==> config.mk <==
export PLATFORM = sky130hd
export DESIGN_NAME = mem_bank_2rw_ctrl
export DESIGN_NICKNAME = d
export VERILOG_FILES = /design/src/rtl/mem_bank_pkg.sv /design/src/rtl/mem_rw_chan.sv /design/src/rtl/mem_bank_2rw_ctrl.sv
export SDC_FILE = /design/constraint.sdc
export NUM_CORES = 1
export LEC_CHECK = 0
export ABC_CLOCK_PERIOD_IN_PS = 8500
export CORE_AREA = 10 10 208 210
export CTS_CLUSTER_SIZE = 8
export DETAILED_ROUTE_END_ITERATION = 8
export DIE_AREA = 0 0 218 220
export GPL_ROUTABILITY_DRIVEN = 0
export SETUP_SLACK_MARGIN = 0.2
export SLEW_MARGIN = 20
export SYNTH_ARGS = -nofsm -noshare
export SYNTH_HDL_FRONTEND = slang
export SYNTH_SLANG_ARGS = --single-unit
==> constraint.sdc <==
create_clock -name clk -period 8.5 [get_ports clk]
set_clock_uncertainty 0.2 [all_clocks]
set_input_delay 2.125 -clock clk [delete_from_list [all_inputs] [get_ports clk]]
set_output_delay 2.125 -clock clk [all_outputs]
set_load 0.05 [all_outputs]
==> src/rtl/mem_bank_pkg.sv <==
// Shared defaults and request/response record types for the two-channel
// memory bank controller.
package mem_bank_pkg;

   localparam int DEF_ADDR_W = 2;
   localparam int DEF_DATA_W = 64;
   localparam int DEF_CNT_W  = 16;

   localparam int NUM_CHAN = 2;

   // Records at the default geometry; parameterised instances carry the
   // same fields as discrete ports.
   typedef struct packed {
      logic                  write;
      logic [DEF_ADDR_W-1:0] addr;
      logic [DEF_DATA_W-1:0] wdata;
   } mem_req_t;

   typedef struct packed {
      logic                  write;
      logic [DEF_DATA_W-1:0] rdata;
   } mem_rsp_t;

endpackage

==> src/rtl/mem_rw_chan.sv <==
// One channel's response register and request/response handshake.
// Read data is captured from the bank port at the edge that ends the fire cycle.
module mem_rw_chan
   import mem_bank_pkg::*;
#(
   parameter int DATA_W = DEF_DATA_W
)(
   input  logic              clk,
   input  logic              rst,
   input  logic              req_valid,
   input  logic              req_write,
   input  logic              stall,
   input  logic              rsp_ready,
   input  logic [DATA_W-1:0] bank_rdata,
   output logic              slot_free,
   output logic              req_ready,
   output logic              fire,
   output logic              rsp_valid,
   output logic              rsp_write,
   output logic [DATA_W-1:0] rsp_rdata
);

   logic              rsp_valid_reg, rsp_valid_next;
   logic              rsp_write_reg, rsp_write_next;
   logic [DATA_W-1:0] rsp_rdata_reg, rsp_rdata_next;

   // Kept as separate assigns so the arbiter's stall path is not seen as
   // looping back through this channel's state logic.
   assign slot_free = !rsp_valid_reg || rsp_ready;
   assign req_ready = slot_free && !stall && !rst;
   assign fire      = req_valid && req_ready;

   always_comb begin
      rsp_valid_next = rsp_valid_reg;
      rsp_write_next = rsp_write_reg;
      rsp_rdata_next = rsp_rdata_reg;
      if (fire) begin
         rsp_valid_next = 1'b1;
         rsp_write_next = req_write;
         rsp_rdata_next = req_write ? '0 : bank_rdata;
      end else if (rsp_ready) begin
         rsp_valid_next = 1'b0;
      end
   end

   always_ff @(posedge clk or posedge rst) begin
      if (rst) begin
         rsp_valid_reg <= 1'b0;
         rsp_write_reg <= 1'b0;
         rsp_rdata_reg <= '0;
      end else begin
         rsp_valid_reg <= rsp_valid_next;
         rsp_write_reg <= rsp_write_next;
         rsp_rdata_reg <= rsp_rdata_next;
      end
   end

   assign rsp_valid = rsp_valid_reg;
   assign rsp_write = rsp_write_reg;
   assign rsp_rdata = rsp_rdata_reg;

endmodule

==> src/rtl/mem_bank_2rw_ctrl.sv <==
// Two-channel controller for an external two-port bank: drives one bank port
// per channel and arbitrates same-address write collisions round-robin.
module mem_bank_2rw_ctrl
   import mem_bank_pkg::*;
#(
   parameter int ADDR_W = DEF_ADDR_W,
   parameter int DATA_W = DEF_DATA_W,
   parameter int CNT_W  = DEF_CNT_W
)(
   input  logic              clk,
   input  logic              rst,
   input  logic              c0_req_valid,
   output logic              c0_req_ready,
   input  logic              c0_req_write,
   input  logic [ADDR_W-1:0] c0_req_addr,
   input  logic [DATA_W-1:0] c0_req_wdata,
   output logic              c0_rsp_valid,
   input  logic              c0_rsp_ready,
   output logic              c0_rsp_write,
   output logic [DATA_W-1:0] c0_rsp_rdata,
   input  logic              c1_req_valid,
   output logic              c1_req_ready,
   input  logic              c1_req_write,
   input  logic [ADDR_W-1:0] c1_req_addr,
   input  logic [DATA_W-1:0] c1_req_wdata,
   output logic              c1_rsp_valid,
   input  logic              c1_rsp_ready,
   output logic              c1_rsp_write,
   output logic [DATA_W-1:0] c1_rsp_rdata,
   output logic              RW0_en,
   output logic              RW0_wmode,
   output logic [ADDR_W-1:0] RW0_addr,
   output logic [DATA_W-1:0] RW0_wdata,
   input  logic [DATA_W-1:0] RW0_rdata,
   output logic              RW1_en,
   output logic              RW1_wmode,
   output logic [ADDR_W-1:0] RW1_addr,
   output logic [DATA_W-1:0] RW1_wdata,
   input  logic [DATA_W-1:0] RW1_rdata,
   output logic [CNT_W-1:0]  conflict_cnt
);

   logic [NUM_CHAN-1:0] req_valid, req_write, rsp_ready, req_ready;
   logic [NUM_CHAN-1:0] slot_free, fire, stall, rsp_valid, rsp_write;
   logic [NUM_CHAN-1:0] rw_en, rw_wmode;
   logic [ADDR_W-1:0]   req_addr   [NUM_CHAN];
   logic [DATA_W-1:0]   req_wdata  [NUM_CHAN];
   logic [DATA_W-1:0]   bank_rdata [NUM_CHAN];
   logic [DATA_W-1:0]   rsp_rdata  [NUM_CHAN];
   logic [ADDR_W-1:0]   rw_addr    [NUM_CHAN];
   logic [DATA_W-1:0]   rw_wdata   [NUM_CHAN];

   logic             conflict;
   logic             prio_reg, prio_next;
   logic [CNT_W-1:0] cnt_reg, cnt_next;

   assign req_valid     = {c1_req_valid, c0_req_valid};
   assign req_write     = {c1_req_write, c0_req_write};
   assign rsp_ready     = {c1_rsp_ready, c0_rsp_ready};
   assign req_addr[0]   = c0_req_addr;
   assign req_addr[1]   = c1_req_addr;
   assign req_wdata[0]  = c0_req_wdata;
   assign req_wdata[1]  = c1_req_wdata;
   assign bank_rdata[0] = RW0_rdata;
   assign bank_rdata[1] = RW1_rdata;

   genvar gi;
   generate
      for (gi = 0; gi < NUM_CHAN; gi++) begin : g_chan
         mem_rw_chan #(
            .DATA_W(DATA_W)
         ) u_chan (
            .clk       (clk),
            .rst       (rst),
            .req_valid (req_valid[gi]),
            .req_write (req_write[gi]),
            .stall     (stall[gi]),
            .rsp_ready (rsp_ready[gi]),
            .bank_rdata(bank_rdata[gi]),
            .slot_free (slot_free[gi]),
            .req_ready (req_ready[gi]),
            .fire      (fire[gi]),
            .rsp_valid (rsp_valid[gi]),
            .rsp_write (rsp_write[gi]),
            .rsp_rdata (rsp_rdata[gi])
         );

         // Bank port is idle (all zero) unless this channel fires.
         assign rw_en[gi]    = fire[gi];
         assign rw_wmode[gi] = fire[gi] && req_write[gi];
         assign rw_addr[gi]  = fire[gi] ? req_addr[gi]  : '0;
         assign rw_wdata[gi] = fire[gi] ? req_wdata[gi] : '0;
      end
   endgenerate

   // Only a write/write collision on one address needs arbitration; a read
   // racing a write sees the pre-write contents through the bank's async read.
   assign conflict = !rst && (&req_valid) && (&req_write) && (&slot_free)
                     && (req_addr[0] == req_addr[1]);
   assign stall[0] = conflict &&  prio_reg;
   assign stall[1] = conflict && !prio_reg;

   always_comb begin
      prio_next = prio_reg;
      cnt_next  = cnt_reg;
      if (conflict) begin
         prio_next = !prio_reg;
         if (cnt_reg != {CNT_W{1'b1}}) begin
            cnt_next = cnt_reg + 1'b1;
         end
      end
   end

   always_ff @(posedge clk or posedge rst) begin
      if (rst) begin
         prio_reg <= 1'b0;
         cnt_reg  <= '0;
      end else begin
         prio_reg <= prio_next;
         cnt_reg  <= cnt_next;
      end
   end

   assign c0_req_ready = req_ready[0];
   assign c1_req_ready = req_ready[1];
   assign c0_rsp_valid = rsp_valid[0];
   assign c1_rsp_valid = rsp_valid[1];
   assign c0_rsp_write = rsp_write[0];
   assign c1_rsp_write = rsp_write[1];
   assign c0_rsp_rdata = rsp_rdata[0];
   assign c1_rsp_rdata = rsp_rdata[1];

   assign RW0_en    = rw_en[0];
   assign RW0_wmode = rw_wmode[0];
   assign RW0_addr  = rw_addr[0];
   assign RW0_wdata = rw_wdata[0];
   assign RW1_en    = rw_en[1];
   assign RW1_wmode = rw_wmode[1];
   assign RW1_addr  = rw_addr[1];
   assign RW1_wdata = rw_wdata[1];

   assign conflict_cnt = cnt_reg;

endmodule

**After elaboration in Yosys (flattened, before gate mapping)**

Cells that the tools add are included.

- Mux-type cells: 10
- Equal/unequal tests: 2
- Reduce and logical (&&, ||, !) cells: 28
- Add/sub/neg operators: 1

Operator list:

| kind | number |
|---|---|
| 64-bit two-way mux | 4 |
| 16-bit by 1-bit adder with 16-bit output (second input constant) | 1 |
| 16-bit != test (second input constant) | 1 |
| 1-bit logical AND | 14 |
| 2-bit AND reduction | 4 |
| 1-bit logical NOT | 6 |
| 1-bit two-way mux | 4 |
| 2-bit two-way mux | 2 |
| 2-bit nonzero test | 2 |
| 2-bit equality test | 1 |
| 1-bit logical OR | 2 |

- Word-level logic and storage cells: 49
- Output and inout port bits: 286
- Register bits after elaboration: 149
- Input bits: 268

**Longest topological paths before layout**

Gate-level depths: netlist of the first run.

- Depth in word-level cells: 11
- Depth in mapped cells: 8
- Depth with buffers taken out: 6

**Hierarchy**

Synthesis of the first run repeated with hierarchy kept, for this count alone.

- Cells, all modules: 664
- Area total of the unflattened synthesis: 7895.1 um^2

Modules (own cells, without submodules):

| module | seq. area each (um^2) | instances | area an instance (um^2) | cells each |
|---|---|---|---|---|
| mem_rw_chan | 1651.6 | 2 | 3026.7 | 216 |
| mem_bank_2rw_ctrl | 425.4 | 1 | 1841.8 | 232 |

**Worst setup path before layout of the first run**

OpenSTA, ideal clock, no wires.

- Kind: input to output
- From: input rst
- To: output c1_req_ready
- Slack: 0.069 ns
- Required time: 6.175 ns
- Arrival time: 6.106 ns
- Stages on the path: 2
- Path buffers: 0
- Cells stage by stage: inv_1 -> o311a_1

- Cells in the longest elaborated chain, start to end: 9

Ends and longest elaborated chain:

| what | RTL line | text |
|---|---|---|
| from (decl) | mem_bank_2rw_ctrl.sv:11 | `input logic rst,` |
| 1-bit logical NOT (*) | mem_rw_chan.sv:30, mem_bank_2rw_ctrl.sv:98 |  |
| 1-bit logical AND (3 in series) | mem_bank_2rw_ctrl.sv:98 | `assign conflict = !rst && (&req_valid) && (&req_write) && (&slot_free)` |
| 1-bit logical AND | mem_bank_2rw_ctrl.sv:99 | `&& (req_addr[0] == req_addr[1]);` |
| 1-bit logical AND | mem_bank_2rw_ctrl.sv:101 | `assign stall[1] = conflict && !prio_reg;` |
| 1-bit logical NOT | mem_rw_chan.sv:30 | `assign req_ready = slot_free && !stall && !rst;` |
| 1-bit logical AND | mem_rw_chan.sv:30 |  |
| 1-bit logical AND (*) | mem_rw_chan.sv:30 |  |
| to (decl) | mem_bank_2rw_ctrl.sv:22 | `output logic c1_req_ready,` |

Every way passes the cells marked *; elsewhere a longest branch is shown, timed or not.

**Final worst setup path of the first run**

- From: input c1_req_addr[1]
- To: output RW1_wmode

- Cells in the longest elaborated chain, start to end: 8

Ends and longest elaborated chain:

| what | RTL line | text |
|---|---|---|
| from (decl) | mem_bank_2rw_ctrl.sv:24 | `input logic [ADDR_W-1:0] c1_req_addr,` |
| 2-bit equality test | mem_bank_2rw_ctrl.sv:99 |  |
| 1-bit logical AND | mem_bank_2rw_ctrl.sv:99 |  |
| 1-bit logical AND | mem_bank_2rw_ctrl.sv:101 |  |
| 1-bit logical NOT | mem_rw_chan.sv:30 |  |
| 1-bit logical AND (2 in series) | mem_rw_chan.sv:30 |  |
| 1-bit logical AND | mem_rw_chan.sv:31 | `assign fire = req_valid && req_ready;` |
| 1-bit logical AND | mem_bank_2rw_ctrl.sv:90 | `assign rw_wmode[gi] = fire[gi] && req_write[gi];` |
| to (decl) | mem_bank_2rw_ctrl.sv:36 | `output logic RW1_wmode,` |

Every way passes these cells.

==> run_results.csv, run 1 <==
group,metric,value,unit
finish,instances_no_fill,1868,
logic_synthesis,async_flop_share,100,%
critical_path,critPathTopFamily,"buffers and inverters",
critical_path,cp_num_buf_inv,3,
logic_synthesis,synthFlopType,"dfrtp_1",
clock_network,cts.sinks,149,
critical_path,critPathLaunchType,"input pin",
sta,slew_headroom,34.7,%
logic_synthesis,synth_edf_count,0,
finish,final_layout_size_suffix_gt1_share,14.0,%
floorplanning,rows,73,
sta,worstMarginPinSlew,980,ps
logic_synthesis,yosysMostFrequentCell,"nand2_1",
detailed_routing,drt_wl_total,35300,um
detailed_routing,drt_pass1_iterations,4,
power_and_ir_drop,p_comb_share,36.0,%
detailed_routing,drt.antenna.violating_nets,0,
critical_path,slowest_delay,670,ps
critical_path,cp_cell_sequence,"clkdlybuf4s50_1 > xnor2_1 > nand3_2 > o311ai_4 > clkinv_2 > and2_1 > buf_4",
critical_path,crit_type,"in2out",
global_routing,grt_pass1_vias,7934,
logic_synthesis,synth.distinct_cells,31,
power_and_ir_drop,power_switching_share,37.4,%
clock_network,cts_hold_buf,0,
detailed_routing,wl_per_cell,18.9,um
logic_synthesis,synth_fp_nets,1072,
run_status,run_status,"finished, final reports clean",
logic_synthesis,synthCells,803,
sta,hold_viol_final,0,
clock_network,clkLatencyLatePin,440,ps
min_path,hold_path_class,"reg2reg",
clock_network,cts_resized,0,
power_and_ir_drop,peakVddDrop,103,uV
logic_synthesis,synthTopCellsByCount,"nand2_1, dfrtp_1, and2_1, nand2b_1, o21ai_0",
placed_design,dpl.hpwl,28400,um
critical_path,arrival,4910,ps
clock_network,clk_pin_slew,60,ps
clock_network,cts.htree.levels,4,
sta,fmax,0.138,GHz
floorplanning,die_area,48000,um^2
logic_synthesis,yosysSeqAreaShare,51.1,%
detailed_routing,drt_iter0_markers,354,
detailed_routing,drc_errors,0,
clock_network,cts_setup_buffers,0,
detailed_routing,vias,7494,
floorplanning,die_h,220,um
finish,largest_reg_flops,128,
global_routing,grt_usage,14.3,%
clock_network,cts_buffers,17,
critical_path,cp_slowest_cell,"clkinv_2",
critical_path,crit_fanout,74,
sta,fin_crit_sh,85.1,%
floorplanning,die_w,218,um
sta,post-route-min-period,7230,ps
logic_synthesis,avgSynthCellArea,9.08,um^2
power_and_ir_drop,p_clk_share,31.2,%
floorplanning,coreArea,39300,um^2
power_and_ir_drop,p_seq_share,32.7,%
floorplanning,io_pins,554,
global_routing,grt_pass1_wl,51800,um
critical_path,worst_ep_required_time,6180,ps
clock_network,cts_tree,"done",
power_and_ir_drop,p_leak,0.00607,uW
placed_design,place_inst,1833,
power_and_ir_drop,p_per_area,189,nW/um^2
sta,rsz0062_at_grt,"false",
clock_network,root_buffer,"clkbuf_16",
power_and_ir_drop,p_int,1600,uW
logic_synthesis,ys_seq_elements,149,
global_routing,grt_overflow,0,
run,max-cap-violations,0,
sta,finalSetupTns,0,ps
logic_synthesis,yosysWarningCount,0,
global_routing,antenna_found_initial,5,
finish,nets,1596,
finish,area_delta_synth_final,85.9,%
logic_synthesis,yosys-top-cells-area,"dfrtp_1, and2_1, nand2_1",
floorplanning,start_util,18.6,%
power_and_ir_drop,p_sw,957,uW
detailed_routing,vias_per_cell,4.01,
global_routing,grt_max_degree,101,
sta,setup_viol,0,
clock_network,clock_path_buffers,2,
logic_synthesis,synth_top_area_cell,"dfrtp_1",
placed_design,io_buffers,553,
logic_synthesis,synthesis.area,7290,um^2
critical_path,worstSetupEndpointType,"output pin",
sta,maxSlewViolCount,0,
logic_synthesis,yosysTopAreaCellShare,51.1,%
-- metrics by stage --
stage          power [uW]  util (%)  setup WS [ps]  hold slack (ps)  cell area [um^2]
6_report             2560      34.5           1270              263             13600
5_1_grt              2680      34.5            998              280             13600
4_1_cts              2610      34.5           1210              269             13600
3_5_place_dp         1790      33.0           1210              255             12900
3_3_place_gp         1780      33.0           1160              249             12900
2_1_floorplan        1380         -           1220              367              7300
-- power by group through the flow --
stage	clock network, uW	registers, uW	logic [uW]
detailed placement	0	853	935
global route	860	850	973
CTS	833	839	937
global placement	0	849	932
finish	800	838	923
floorplan	0	1140	238
-- kinds of logic after synthesis --
logic type      synth area share (%)
buf+inv                         3.77
simple gates                    37.0
mux                            0.463
flops                           51.1
compound gates                  5.46
fa+ha+maj                      0.172
xor+xnor                        2.04
-- area by class of cell --
cell class	count	area, um^2
Tap cell	525	657
Antenna cell	3	7.51
Sequential cell	149	3730
Timing Repair Buffer	561	5250
Inverter	4	20.0
Clock inverter	12	151
Fill cell	4005	25700
Clock buffer	20	457
Multi-Input combinational cell	594	3290
-- tightest hold or removal path, cell delays in order, from the launching register on --
cell	delay, ps
dfrtp_1	340
nand2_1	50
nand2_1	50
-- placed cells by master (no fill, tap or decap), types with 3 or more instances in the layout --
cell and count:
clkdlybuf4s50_1 416, nand2_1 205, dfrtp_1 149, buf_4 144, and2_1 134, nand2b_1 66, o21ai_0 66, nand3b_1 64
clkbuf_16 17, xnor2_1 16, nand4_1 9, nand3_1 6, and3_1 5, clkinv_2 5, nor2_1 4, diode_2 3
clkinvlp_4 3, mux2_2 3, bufinv_16 3
-- metal layers --
layer | vias to the layer above | GRT usage, % | wire length, um
li1 | 3612 | - | -
met1 | 3505 | 15.4 | 13400
met2 | 338 | 24.9 | 17800
met3 | 33 | 6.33 | 3520
met4 | 6 | 4.44 | 657
met5 | - | 0 | 48
-- worst paths after layout --
kind / from / endpoint / slack, ps / cells past startpoint
max: c1_req_addr[1] / RW1_wmode / 1270 / 7
min reg2reg: g_chan[1].u_chan.rsp_rdata[18]$_DFFE_PP0P_ / g_chan[1].u_chan.rsp_rdata[18]$_DFFE_PP0P_ / 260 / 2
min in group asynchronous: rst / conflict_cnt[2]$_DFFE_PP0P_ / 1890 / 2
max in group asynchronous: rst / g_chan[0].u_chan.rsp_rdata[37]$_DFFE_PP0P_ / 4940 / 3
min: g_chan[1].u_chan.rsp_rdata[18]$_DFFE_PP0P_ / g_chan[1].u_chan.rsp_rdata[18]$_DFFE_PP0P_ / 260 / 2
max reg2reg: g_chan[0].u_chan.rsp_valid$_DFFE_PP0P_ / g_chan[1].u_chan.rsp_rdata[42]$_DFFE_PP0P_ / 5680 / 7
Power figures use the tool's default switching activity.
==> run 2: changes to the inputs <==
--- a/config.mk
+++ b/config.mk
@@ -6,10 +6,10 @@
 export NUM_CORES = 1
 export LEC_CHECK = 0
 export ABC_CLOCK_PERIOD_IN_PS = 8500
-export CORE_AREA = 10 10 208 210
+export CORE_AREA = 2 2 219 221
 export CTS_CLUSTER_SIZE = 8
 export DETAILED_ROUTE_END_ITERATION = 8
-export DIE_AREA = 0 0 218 220
+export DIE_AREA = 0 0 221 223
 export GPL_ROUTABILITY_DRIVEN = 0
 export SETUP_SLACK_MARGIN = 0.2
 export SLEW_MARGIN = 20
==> run_results.csv, run 2 (synthesized netlist as in run 1, its figures left out) <==
group,metric,value,unit
run_status,run_status,"finished, final reports clean",
critical_path,worst_ep_required_time,6180,ps
floorplanning,die_area,49300,um^2
sta,post-route-min-period,7600,ps
critical_path,critPathLaunch,"c1_req_addr[0]",
power_and_ir_drop,p_clk_share,31.0,%
clock_network,cts_buffers,17,
detailed_routing,drt_wl_total,32200,um
finish,final_layout_size_suffix_gt1_share,4.25,%
min_path,hold_path_class,"reg2reg",
floorplanning,die_w,221,um
finish,area_delta_synth_final,92.2,%
power_and_ir_drop,p_sw,955,uW
detailed_routing,vias,7554,
global_routing,grt_overflow,0,
floorplanning,rows,80,
power_and_ir_drop,p_int,1610,uW
run,max-cap-violations,0,
clock_network,clkLatencyLatePin,440,ps
sta,maxSlewViolCount,0,
finish,final_cell_mix,"clkdlybuf4s50_1, nand2_1, dfrtp_1",
finish,nets,1598,
detailed_routing,drc_errors,0,
clock_network,clk_pin_slew,60,ps
power_and_ir_drop,p_comb_share,36.2,%
global_routing,grt_usage,12.9,%
floorplanning,io_pins,554,
global_routing,grt_pass1_wl,48400,um
sta,worstMarginPinSlew,799,ps
critical_path,regToRegStartpoint,"g_chan[0].u_chan.rsp_valid$_DFFE_PP0P_",
global_routing,grt_max_degree,95,
power_and_ir_drop,p_leak,0.00582,uW
power_and_ir_drop,p_seq_share,32.7,%
clock_network,clock_path_buffers,2,
critical_path,crit_type,"in2out",
clock_network,cts_setup_buffers,0,
power_and_ir_drop,total_power,2570,uW
detailed_routing,drt.antenna.violating_nets,0,
detailed_routing,vias_per_cell,3.86,
detailed_routing,drt_iter0_markers,332,
sta,fmax,0.132,GHz
clock_network,cts_tree,"done",
clock_network,cts_hold_buf,0,
clock_network,cts_resized,0,
clock_network,root_buffer,"clkbuf_16",
critical_path,arrival,5280,ps
placed_design,dpl.hpwl,25500,um
clock_network,cts.htree.levels,4,
power_and_ir_drop,peakVddDrop,122,uV
clock_network,cts.sinks,149,
detailed_routing,wl_per_cell,16.5,um
floorplanning,start_util,15.5,%
sta,fin_crit_sh,89.4,%
power_and_ir_drop,power_switching_share,37.2,%
min_path,worstHoldStart,"g_chan[1].u_chan.rsp_rdata[2]$_DFFE_PP0P_",
sta,hold_viol_final,0,
global_routing,antenna_found_initial,6,
critical_path,critPathLaunchType,"input pin",
floorplanning,coreArea,47100,um^2
critical_path,crit_fanout,72,
power_and_ir_drop,p_per_area,183,nW/um^2
placed_design,io_buffers,553,
sta,rsz0062_at_grt,"false",
finish,fillers,5001,
floorplanning,die_h,223,um
critical_path,worstSetupEndpointType,"output pin",
detailed_routing,drt_pass1_iterations,4,
sta,slew_headroom,46.7,%
sta,setup_viol,0,
finish,layout_commonest_cell,"clkdlybuf4s50_1",
global_routing,grt_pass1_vias,7853,
finish,largest_reg_flops,128,
sta,finalSetupTns,0,ps
==> run 2: cell count changes in the layout (fill, tap and decap cells not counted) <==
cell	before	now
clkinvlp_4	3	6
inv_6	2	1
diode_2	3	2
clkbuf_1	1	2
clkdlybuf4s50_1	416	547
buf_2	1	2
clkinv_2	5	2
buf_4	144	14
==> run 2: cell type report <==
cell class | count | area, um^2 | area share [%]
clock buffers | 21 | 460 | 3.29
diodes | 2 | 5.00 | 0.0357
inverters | 4 | 20.0 | 0.143
repair buffers | 563 | 5590 | 39.9
flip-flops and latches | 149 | 3730 | 26.6
well taps | 615 | 769 | 5.49
multi-input cells | 594 | 3290 | 23.5
clock inverters | 11 | 150 | 1.07
==> run 2: path summary, 6_finish.rpt <==
kind,slack (ps),to,cells after the start
max in group asynchronous,4740,g_chan[1].u_chan.rsp_rdata[40]$_DFFE_PP0P_,4
hold reg to reg,260,g_chan[1].u_chan.rsp_rdata[2]$_DFFE_PP0P_,2
hold / removal,260,g_chan[1].u_chan.rsp_rdata[2]$_DFFE_PP0P_,2
setup / recovery,900,RW1_wdata[50],7
setup reg to reg,5580,g_chan[1].u_chan.rsp_write$_DFFE_PP0P_,7
min in group asynchronous,1770,g_chan[1].u_chan.rsp_rdata[10]$_DFFE_PP0P_,2
==> run 2: routing by layer <==
metal | track usage (%) | vias up | share of wire, %
met5 | 0 | - | 0.15
li1 | - | 3617 | -
met2 | 22.4 | 337 | 50
met4 | 4.63 | 8 | 3.2
met3 | 5.31 | 41 | 8.3
met1 | 14.1 | 3551 | 39
==> run 2: power groups by stage <==
stage	Clock [uW]	Combinational [uW]	Sequential [uW]
finish	798	931	841
floorplan	0	238	1140
CTS	838	945	843
detailed placement	0	943	856
global placement	0	938	850
global route	862	978	853
==> run 2: metrics by stage <==
stage / cell area, um^2 / hold WS [ps] / cells / util [%] / setup WS, ps
floorplan: 7300 / 367 / 803 / - / 1220
global placement: 13400 / 248 / 1925 / 28.4 / 1010
detailed placement: 13400 / 255 / 1925 / 28.4 / 892
CTS: 14000 / 269 / 1957 / 29.7 / 902
global route: 14000 / 285 / 1959 / 29.7 / 692
finish: 14000 / 263 / 1959 / 29.7 / 898
==> run 2: critical path, stage by stage <==
cell             delay, ps
clkdlybuf4s50_1        450
xnor2_1                250
nand3_2                250
o311ai_4               350
clkinv_2               660
and2_1                 440
clkdlybuf4s50_1        710
==> run 3: changes to the inputs <==
--- a/config.mk
+++ b/config.mk
@@ -10,7 +10,7 @@
 export CTS_CLUSTER_SIZE = 8
 export DETAILED_ROUTE_END_ITERATION = 8
 export DIE_AREA = 0 0 221 223
-export GPL_ROUTABILITY_DRIVEN = 0
+export GPL_TIMING_DRIVEN = 0
 export SETUP_SLACK_MARGIN = 0.2
 export SLEW_MARGIN = 20
 export SYNTH_ARGS = -nofsm -noshare
==> run_results.csv, run 3 (synthesized netlist as in run 1, its figures left out) <==
group,metric,value,unit
run_status,run_status,"finished, final reports clean",
clock_network,clock_path_buffers,2,
critical_path,crit_fanout,10,
clock_network,clkLatencyLatePin,450,ps
critical_path,worst_ep_required_time,6180,ps
sta,fin_crit_sh,91.3,%
min_path,worstHoldStart,"g_chan[1].u_chan.rsp_rdata[22]$_DFFE_PP0P_",
finish,multi_input_area,3290,um^2
finish,largest_reg_flops,128,
detailed_routing,vias_per_cell,3.87,
sta,finalSetupTns,0,ps
floorplanning,coreArea,47100,um^2
clock_network,cts_hold_buf,0,
placed_design,io_buffers,553,
sta,post-route-min-period,7760,ps
detailed_routing,drt_wl_total,34200,um
floorplanning,rows,80,
clock_network,clk_pin_slew,60,ps
detailed_routing,drt_iter0_markers,304,
sta,maxSlewViolCount,0,
clock_network,cts_tree,"done",
sta,rsz0062_at_grt,"false",
floorplanning,start_util,15.5,%
critical_path,worstSetupEndpointType,"output pin",
finish,finalInstanceArea,14300,um^2
clock_network,cts_buffers,17,
clock_network,cts_setup_buffers,0,
finish,area_delta_synth_final,96.1,%
finish,fillers,4963,
finish,nets,1649,
global_routing,grt_usage,13.7,%
critical_path,arrival,5430,ps
power_and_ir_drop,peakVddDrop,130,uV
floorplanning,die_area,49300,um^2
detailed_routing,drc_errors,0,
placed_design,dpl.hpwl,28400,um
run,max-cap-violations,0,
sta,worstMarginPinSlew,680,ps
global_routing,grt_pass1_vias,8029,
finish,ff_latch_area,3730,um^2
clock_network,cts.sinks,149,
detailed_routing,drt_pass1_iterations,4,
floorplanning,io_pins,554,
finish,final_core_util,30.3,%
clock_network,root_buffer,"clkbuf_16",
finish,diodes,0,
critical_path,regToRegStartpoint,"g_chan[0].u_chan.rsp_valid$_DFFE_PP0P_",
detailed_routing,wl_per_cell,17.0,um
critical_path,critPathLaunchType,"input pin",
critical_path,critPathLaunch,"c0_req_write",
placed_design,dpl_cell_area,13700,um^2
global_routing,antenna_found_initial,3,
floorplanning,die_w,221,um
finish,final_cell_mix,"clkdlybuf4s50_1, nand2_1, dfrtp_1",
power_and_ir_drop,p_per_area,181,nW/um^2
finish,final_layout_size_suffix_gt1_share,4.81,%
global_routing,grt_pass1_wl,50500,um
clock_network,cts.htree.levels,4,
global_routing,grt_overflow,0,
sta,hold_viol_final,0,
sta,slew_headroom,54.5,%
finish,layout_commonest_cell,"clkdlybuf4s50_1",
placed_design,place.gp.congestion,0.890,
floorplanning,die_h,223,um
power_and_ir_drop,p_leak,0.00595,uW
global_routing,grt_max_degree,32,
detailed_routing,drt.antenna.violating_nets,0,
clock_network,cts_resized,0,
power_and_ir_drop,total_power,2580,uW
min_path,hold_path_class,"reg2reg",
critical_path,crit_type,"in2out",
detailed_routing,vias,7777,
sta,fmax,0.129,GHz
sta,setup_viol,0,
## run 3: cell types whose count changed in the layout (fill, tap and decap cells not counted)
cell and delta:
buf_6 +2, buf_2 +14, inv_6 +1, clkbuf_1 +35, buf_12 +5, clkinv_2 +1, clkinvlp_4 -4, clkbuf_8 -1
inv_2 +1, diode_2 -2, clkdlybuf4s50_1 +6, buf_4 -10, clkinv_4 +1
## run 3: worst paths after layout
| check | end | slack [ps] | cells after the start |
|---|---|---|---|
| min | g_chan[1].u_chan.rsp_rdata[22]$_DFFE_PP0P_ | 260 | 2 |
| max reg2reg | g_chan[1].u_chan.rsp_rdata[18]$_DFFE_PP0P_ | 6260 | 7 |
| max | RW0_wdata[44] | 740 | 10 |
| max in group asynchronous | g_chan[0].u_chan.rsp_rdata[39]$_DFFE_PP0P_ | 5460 | 4 |
| min reg2reg | g_chan[1].u_chan.rsp_rdata[22]$_DFFE_PP0P_ | 260 | 2 |
| min in group asynchronous | g_chan[1].u_chan.rsp_rdata[15]$_DFFE_PP0P_ | 1890 | 2 |
## run 3: area by class of cell
cell class	instances	area share (%)
clock buffers	21	3.15
multi-input cells	594	23.0
well taps	615	5.38
clock inverters	11	1.03
plain buffers	56	1.82
repair buffers	558	39.4
inverters	4	0.131
flip-flops and latches	149	26.1
## run 3: power breakdown
group,switching (uW),total [uW],internal (uW)
combinational,595,950,356
clock,321,792,470
sequential,50.0,843,793
## run 3: metal layers
metal	global-route usage, %	wire (um)	vias up
li1	-	-	3720
met1	14.5	12800	3651
met2	24.3	17400	358
met3	5.44	2900	42
met4	5.37	1060	6
met5	0	37	-
## run 3: critical path: stages
cell and delay [ps]:
clkdlybuf4s50_1 630, and3_1 310, nand3_2 200, o21bai_4 160, buf_6 180, inv_2 100, buf_2 250, clkbuf_1 330
and2_1 280, clkdlybuf4s50_1 840
## run 3: per-stage QoR
stage               hold slack (ps)  std cells  setup slack, ps
global route                    281       2008              580
detailed placement              256       1976              620
global placement                249       1971            -1130
finish                          264       2008              744
floorplan                       367        803             1220
CTS                             270       2008              613
